**config.mk**
```make
export PLATFORM = sky130hd
export DESIGN_NAME = wide_add_seq
export DESIGN_NICKNAME = d
export VERILOG_FILES = /design/src/rtl/wide_add_pkg.sv /design/src/rtl/wide_add_seq_add4_slice.sv /design/src/rtl/wide_add_seq.sv
export SDC_FILE = /design/constraint.sdc
export NUM_CORES = 1
export LEC_CHECK = 0
export CAP_MARGIN = 20
export CORE_UTILIZATION = 30
export DETAILED_ROUTE_END_ITERATION = 10
export DONT_BUFFER_PORTS = 1
export HOLD_SLACK_MARGIN = 0.05
export PLACE_DENSITY = 0.55
export SLEW_MARGIN = 20
export SYNTH_ARGS = -nofsm -noshare
export SYNTH_HDL_FRONTEND = slang
export SYNTH_SLANG_ARGS = --single-unit
```
**constraint.sdc**
```tcl
create_clock -name clk -period 3.5 [get_ports clk]
set_input_delay 0.35 -clock clk [delete_from_list [all_inputs] [get_ports clk]]
set_output_delay 0.35 -clock clk [all_outputs]
set_load 0.03 [all_outputs]
```
**src/rtl/wide_add_pkg.sv**
```systemverilog
// wide_add_pkg: shared definitions for the nibble-serial adder.
//   state_t  - sequencer states (IDLE, RUN, DONE)
//   NIBBLE_W - width of the shared adder slice
//   nibbles  - number of slice passes needed for a given operand width
package wide_add_pkg;

   typedef enum logic [1:0] {
      IDLE,
      RUN,
      DONE
   } state_t;

   localparam int unsigned NIBBLE_W = 4;

   function automatic int unsigned nibbles(input int unsigned width);
      return width / NIBBLE_W;
   endfunction

endpackage

```
**src/rtl/wide_add_seq_add4_slice.sv**
```systemverilog
// add4_slice: combinational 4-bit ripple-carry adder made of 1-bit full adders.
// Ports:
//   a4, b4 : slice operands
//   ci     : carry-in
//   s4     : slice sum
//   co     : carry-out of the top bit
module add4_slice
   import wide_add_pkg::*;
(
   input  logic [NIBBLE_W-1:0] a4,
   input  logic [NIBBLE_W-1:0] b4,
   input  logic                ci,
   output logic [NIBBLE_W-1:0] s4,
   output logic                co
);

   logic [NIBBLE_W:0] c;

   assign c[0] = ci;

   for (genvar i = 0; i < NIBBLE_W; i++) begin : g_fa
      assign s4[i]   = a4[i] ^ b4[i] ^ c[i];
      assign c[i+1]  = (a4[i] & b4[i]) | (c[i] & (a4[i] ^ b4[i]));
   end

   assign co = c[NIBBLE_W];

endmodule

```
**src/rtl/wide_add_seq.sv**
```systemverilog
// wide_add_seq: WIDTH-bit adder that time-shares one 4-bit slice, one nibble
// per clock, LSB first. Operands are captured on accept; the result appears
// NIBBLES edges later with out_valid held until out_ready.
// Ports:
//   clk, rst            : clock, asynchronous active-high reset
//   in_valid / in_ready : operand handshake (ready only in IDLE)
//   a, b, cin           : operands and carry-in
//   op_sub              : subtract select (only with WIDE_ADD_SUB_EN defined)
//   out_valid/out_ready : result handshake (valid only in DONE)
//   sum, carry          : registered result and final carry-out
//   busy                : high in RUN or DONE
// Build option: `define WIDE_ADD_SUB_EN adds op_sub (a - b, carry = no borrow).
module wide_add_seq
   import wide_add_pkg::*;
#(
   parameter int unsigned WIDTH = 16
)
(
   input  logic             clk,
   input  logic             rst,
   input  logic             in_valid,
   output logic             in_ready,
   input  logic [WIDTH-1:0] a,
   input  logic [WIDTH-1:0] b,
   input  logic             cin,
`ifdef WIDE_ADD_SUB_EN
   input  logic             op_sub,
`endif
   output logic             out_valid,
   input  logic             out_ready,
   output logic [WIDTH-1:0] sum,
   output logic             carry,
   output logic             busy
);

   localparam int unsigned NIBBLES = nibbles(WIDTH);
   localparam int unsigned IDX_W   = (NIBBLES > 1) ? $clog2(NIBBLES) : 1;
   localparam logic [IDX_W-1:0] LAST_IDX = IDX_W'(NIBBLES - 1);

   state_t state, state_nxt;

   logic [WIDTH-1:0]    a_reg;
   logic [WIDTH-1:0]    b_reg;
   logic [IDX_W-1:0]    idx;
   logic [NIBBLE_W-1:0] s4;
   logic                co;

   add4_slice u_slice (
      .a4 (a_reg[NIBBLE_W*idx +: NIBBLE_W]),
      .b4 (b_reg[NIBBLE_W*idx +: NIBBLE_W]),
      .ci (carry),
      .s4 (s4),
      .co (co)
   );

   always_ff @(posedge clk or posedge rst) begin
      if (rst) state <= IDLE;
      else     state <= state_nxt;
   end

   always_comb begin
      state_nxt = state;
      in_ready  = 1'b0;
      out_valid = 1'b0;
      busy      = 1'b0;
      case (state)
         IDLE: begin
            in_ready = 1'b1;
            if (in_valid) state_nxt = RUN;
         end
         RUN: begin
            busy = 1'b1;
            if (idx == LAST_IDX) state_nxt = DONE;
         end
         DONE: begin
            busy      = 1'b1;
            out_valid = 1'b1;
            if (out_ready) state_nxt = IDLE;
         end
         default: state_nxt = IDLE;
      endcase
   end

   // carry doubles as the inter-nibble carry register and the final carry-out
   always_ff @(posedge clk or posedge rst) begin
      if (rst) begin
         a_reg <= '0;
         b_reg <= '0;
         idx   <= '0;
         sum   <= '0;
         carry <= 1'b0;
      end else begin
         case (state)
            IDLE: begin
               if (in_valid) begin
                  a_reg <= a;
                  idx   <= '0;
`ifdef WIDE_ADD_SUB_EN
                  // a - b computed as a + ~b + 1
                  b_reg <= op_sub ? ~b : b;
                  carry <= op_sub | cin;
`else
                  b_reg <= b;
                  carry <= cin;
`endif
               end
            end
            RUN: begin
               sum[NIBBLE_W*idx +: NIBBLE_W] <= s4;
               carry <= co;
               idx   <= (idx == LAST_IDX) ? '0 : idx + 1'b1;
            end
            default: ;
         endcase
      end
   end

endmodule
```
Word level (Yosys, flattened, before mapping)

Cells that the tools add are included.

Output and inout port bits: 20
Register bits after elaboration: 53
Input port bits: 37

$add $sub $neg: 2
Eq/ne operators: 6
Reduce and logical (&&, ||, !) cells: 6
Shifts and indexed selects: 4
Multiplexer cells: 13
Bitwise gates (word level): 20

Operators by type and width:

| operator                                               | count |
|---|---|
| negation 4 -> 34 bit                                   | 1 |
| variable shift 4 x 34 -> 16 bit (first input constant) | 1 |
| variable part select 4 x 34 -> 16 bit                  | 1 |
| variable part select 16 x 5 -> 4 bit                   | 2 |
| bitwise mux 16 bit                                     | 1 |
| 2-to-1 mux 2 bit                                       | 5 |
| bitwise AND 1 bit                                      | 8 |
| XOR 1 bit                                              | 8 |
| != test 2 bit (second input constant)                  | 3 |
| one-hot mux 2 bit (3 select lines)                     | 1 |
| == test 2 bit (second input constant)                  | 2 |
| 2-to-1 mux 1 bit                                       | 4 |
| OR 1 bit                                               | 4 |
| one-hot mux 2 bit (2 select lines)                     | 1 |
| AND reduction 2 bit                                    | 2 |
| AND reduction 3 bit                                    | 1 |
| adder 2 x 1 -> 2 bit (second input constant)           | 1 |
| == test 2 x 1 -> 1 bit (second input constant)         | 1 |
| zero test 2 bit                                        | 1 |
| one-hot mux 1 bit (2 select lines)                     | 1 |
| nonzero test 2 bit                                     | 1 |
| OR reduction 2 bit                                     | 1 |

Longest topological paths before layout

Depth in word-level cells: 11
Depth in mapped cells: 11

Cells and area by module

From an unflattened synthesis, not the netlist that was laid out.

Cells, all modules: 184
Area, all modules: 2519.9 µm²

Modules (own cells, without submodules):

| module       | area each (µm²) | cells an instance | instances | seq. area each (µm²) |
|---|---|---|---|---|
| wide_add_seq | 2402.3          | 170               | 1         | 1326.3 |
| add4_slice   | 117.6           | 14                | 1         | 0.0 |

Worst setup path after synthesis

OpenSTA, ideal clock, no wires.

Path type: flip-flop to flip-flop
Start point: register idx[1]
End point: register carry
Cell stages (with the launch flop): 12
Path slack: 0.612 ns
Data arrival time: 2.741 ns
Data required time: 3.353 ns
Library setup time: 0.147 ns
Cells stage by stage: dfrtp_1 -> buf_2 -> mux4_2 -> inv_1 -> fa_1 -> fa_1 -> inv_1 -> fa_1 -> fa_1 -> mux2_2 -> o22ai_1 -> a21oi_1

Cells in the longest elaborated chain, start to end: 11
Elaborated cells on any way between the ends: 19
Those cells by class: shift: 2; mux: 1; bitwise: 16

Ends and longest elaborated chain:

| what                                                           | RTL line                               | text |
|---|---|---|
| start, declared                                                | wide_add_seq.sv:44                     | `logic [IDX_W-1:0] idx;` |
| start signal, assigned                                         | wide_add_seq.sv:111                    | `idx <= (idx == LAST_IDX) ? '0 : idx + 1'b1;` |
| variable part select 16 x 5 -> 4 bit, on equally long branches | wide_add_seq.sv:49, wide_add_seq.sv:50 |  |
| XOR 1 bit                                                      | wide_add_seq_add4_slice.sv:23          | `assign c[i+1] = (a4[i] & b4[i]) \| (c[i] & (a4[i] ^ b4[i]));` |
| bitwise AND 1 bit                                              | wide_add_seq_add4_slice.sv:23          |  |
| OR 1 bit                                                       | wide_add_seq_add4_slice.sv:23          |  |
| bitwise AND 1 bit                                              | wide_add_seq_add4_slice.sv:23          |  |
| OR 1 bit                                                       | wide_add_seq_add4_slice.sv:23          |  |
| bitwise AND 1 bit                                              | wide_add_seq_add4_slice.sv:23          |  |
| OR 1 bit                                                       | wide_add_seq_add4_slice.sv:23          |  |
| bitwise AND 1 bit                                              | wide_add_seq_add4_slice.sv:23          |  |
| OR 1 bit (*)                                                   | wide_add_seq_add4_slice.sv:23          |  |
| one-hot mux 1 bit (2 select lines) (*)                         | wide_add_seq.sv:93                     | `case (state)` |
| end signal, assigned                                           | wide_add_seq.sv:104                    | `carry <= cin;` |
| end signal, assigned                                           | wide_add_seq.sv:110                    | `carry <= co;` |
| end, declared                                                  | wide_add_seq.sv:32                     | `output logic carry,` |

Every way passes the cells marked *; elsewhere a longest branch is shown, timed or not.
A chain may end at the register's enable or synchronous reset.

Final worst setup path

Start point: register idx[0]
End point: register carry

Same word-level chain as after synthesis.

==> summary.md <==
| Metric | Value |
|---|---|
| Status | `finished, final reports clean` |
| Non-Filler Instances | `310` |
| Row count | `34` |
| Compound-gate portion of the synthesized area | `under 10%` |
| Die H | `96.5 um` |
| WHS Endpoint | `b_reg[4]` |
| RR Startpoint | `idx[0]` |
| CTS Buf Count | `5` |
| Max clock buf depth | `2` |
| Placed cell count | `approximately 300` |
| Endpoints failing setup | `0` |
| Dpl cell area | `2800 um2` |
| Hold Crit Class | `input pin to flip-flop` |
| Port bufs | `0` |
| Number of buffers added for setup after CTS | `0` |
| Yosys cell types | `30` |
| Area contributors post-synth | `dfrtp_1 49%, mux2_4 17%, mux4_2 6.7%, ha_1 4.2%, fa_1 3.0%` |
| Leading area contributor after synthesis | `dfrtp_1` |
| Initial antenna violation count | `0` |
| RSZ-0062 raised after global routing | `no` |
| Simple-Gate Fraction of Synth Area | `6.82%` |
| Fill cell count | `870` |
| R2R cell count | `11` |
| Synth Flop Type | `dfrtp_1` |
| Fin crit period | `a little under 3 ns` |
| Crit Path Max Fanout | `12` |
| Largest family of logic cells by synthesized area | `multiplexers` |
| GPL Wtd Cong | `0.728` |
| CP bufs+invs | `3` |
| Syn Std Cell Area | `2680 um2` |
| Mux share of post-synthesis cell area | `25.6%` |
| Req. time, crit path | `~3.7 ns` |
| Power Dens Cells | `1090 nW/um2` |
| Flops & latches, synth | `53` |
| Post-synth EDFFs | `0` |
| Grt total ovfl | `0` |
| Antenna diodes | `0` |
| Vias in the first global route | `1599` |
| Final Cycle Share | `84.1%` |
| Kind of end point of the critical path | `flip-flop` |
| Post-synth top area share | `49.5%` |
| Hold path start | `b[4]` |
| Fin. max-slew vios | `0` |
| Initial DRC Count | `56` |
| Ratio of cells with drive above 1 in the final layout | `29.2%` |
| YS warnings | `0` |
| Initial DRT Pass Iterations | `4` |
| Worst path cell trace | `buf_4 > mux4_2 > inv_1 > fa_1 > fa_1 > inv_1 > fa_1 > fa_1 > mux2_2 > o22ai_1 > a21oi_1` |
| Flop-to-flop setup slack | `0.56 ns` |
| CTS tree | `built` |
| Via count | `1488` |
| Fraction of registers with async set/reset | `100%` |
| Die area | `approximately 9300 um2` |
| Post-synthesis instance total | `195` |
| Clock Sinks | `53` |
| Worst skew pair latency | `a little over 0.3 ns` |
| Antenna-violating nets left | `0` |
| Post-DP HPWL | `~4000 um` |
| Total core area | `8680 um2` |
| Seq/Total Area, Yosys | `49.5%` |
| Reg2reg end | `carry` |
| Cts repair resizes | `0` |
| Die width | `96.5 um` |
| Worst-Margin Slew | `0.597 ns` |
| Post-Synth Adder-Cell Area | `a little over 7%` |
| Synth Area in XOR/XNOR | `0%` |
| Via density | `around 4.8` |
| CP startpoint kind | `flip-flop` |
| Global Route Usage Sum | `12.3%` |
| CP Data Arrival Time | `3.14 ns` |
| Starting Density | `30.9%` |
| Largest delay share family, worst path | `adder cells` |
| Post-route DRC | `0` |
| Wire per inst | `16.7 um` |
| Setup_tns | `0 ns` |
| Crit path top cell by count | `fa_1` |
| Ports | `57` |
| Avg Inst Size Synth | `13.7 um2` |
| H-tree levels | `2` |
| Final Util | `approximately a third` |
| Clock slew at reported path FFs | `0.09 ns` |
| Nets@finish | `251` |
| Fin Clk Skew | `between 0.006 and 0.007 ns` |
| F_max | `about 340 MHz` |
| CP max stage cell | `dfrtp_1` |
| Drt total wl | `5170 um` |
| Clock root buffer | `clkbuf_8` |
| Final Instance Area | `2910 um2` |
| First-pass GRT wire length | `around 8300 um` |
| Setup CP Type | `flip-flop to flip-flop` |
| Largest net degree at the start of global routing | `33` |
| Layout Area Growth over Synthesis | `8.50%` |
| Peak supply drop | `0.327 mV` |
| Rel. slew slack | `between 60% and 70%` |
| Max incr delay on CP | `between 0.5 and 0.6 ns` |
| Lkg Pwr | `0.00134 uW` |
| Final Hold Fails | `0` |
| Hold_ws | `0.180 ns` |
| Syn nets | `245` |
| Max Cap Viol | `0` |
| Hold depth | `1` |
per-stage QoR:
step           total power, uW  worst slack [ns]
4_1_cts                   3200             0.526
3_5_place_dp              2820             0.568
2_1_floorplan             2450             0.612
3_3_place_gp              2790             0.621
5_1_grt                   3410             0.343
6_report                  3160             0.557
kinds of logic after synthesis:
family                     after synthesis
and+or+nand+nor                         38
muxes                                   43
adders and majority gates               13
buffers and inverters                   21
AOI/OAI and AO/OA                       27
DFF                                     53
cells in the mapped netlist (all sizes together) (3+ instances only):
library cell,count
nand2,22
nor2b,3
mux2,34
o31ai,5
dfrtp,53
o21ai,9
a22o,4
buf,8
ha,9
nand3,3
inv,13
mux4,8
fa,4
nand2b,5
worst max path at each step:
stage	start	end	slack, ns	depth (start not counted)
after global placement	idx[0]	carry	0.62	11
after floorplan	idx[1]	carry	0.61	11
after CTS	idx[0]	carry	0.53	11
after detailed placement	idx[0]	carry	0.57	11
final	idx[0]	carry	0.56	11
after global routing	idx[0]	carry	0.34	11
metal layers:
metal,wire [um],track usage [%]
met1,2330,16.1
met2,2370,18.8
met3,416,4.30
met4,57,4.04
met5,0,0
where the power goes:
group	total (uW)	switching, uW	internal [uW]	leakage, uW
sequential	1240	344	897	0.000658
combinational	1540	756	787	0.000624
clock	376	197	179	0.0000542
layout make-up:
class | count | area, um2 | area share, %
Inverter | 13 | 48.8 | 1.68
Multi-Input combinational cell | 121 | 1240 | 42.7
Clock buffer | 7 | 96.3 | 3.31
Sequential cell | 53 | 1330 | 45.6
Timing Repair Buffer | 7 | 55.1 | 1.89
Clock inverter | 1 | 5.00 | 0.172
Tap cell | 108 | 135 | 4.65
worst register-to-register path, delay by kind of cell (launching register included):
family,cells,cell delay (ns)
multiplexers,2,0.59
adder cells (fa/ha/maj),4,1.13
AO/OA/AOI/OAI,2,0.19
flip-flops,1,0.52
buffers and inverters,3,0.40
layout by cell type (no fill, tap or decap):
cell            n
buf_4           6
ha_1            9
o21ai_0         5
fa_1            4
or3_1           2
inv_2           2
nand2_2         2
a32oi_1         2
nand3_1         3
mux2_2          3
o211a_1         1
clkinv_2        1
mux2_4         30
a22o_1          4
o22ai_1         2
nand2b_1        5
dfrtp_1        53
nor3_1          2
mux2_1          1
mux2i_1         1
inv_1          11
dlygate4sd3_1   1
mux4_2          8
and2b_1         1
o21ai_1         4
clkbuf_8        7
a31oi_1         2
nor2b_1         3
nand2_1        20
o31ai_1         5
a21oi_1         2
what timing repair did:
item / in CTS / in global routing
hold endpoints to repair: 21 / 0
endpoints found under the setup margin: 0 / 0
hold buffers: 1 / 0
No activity file was read; power rests on OpenSTA's default activity.
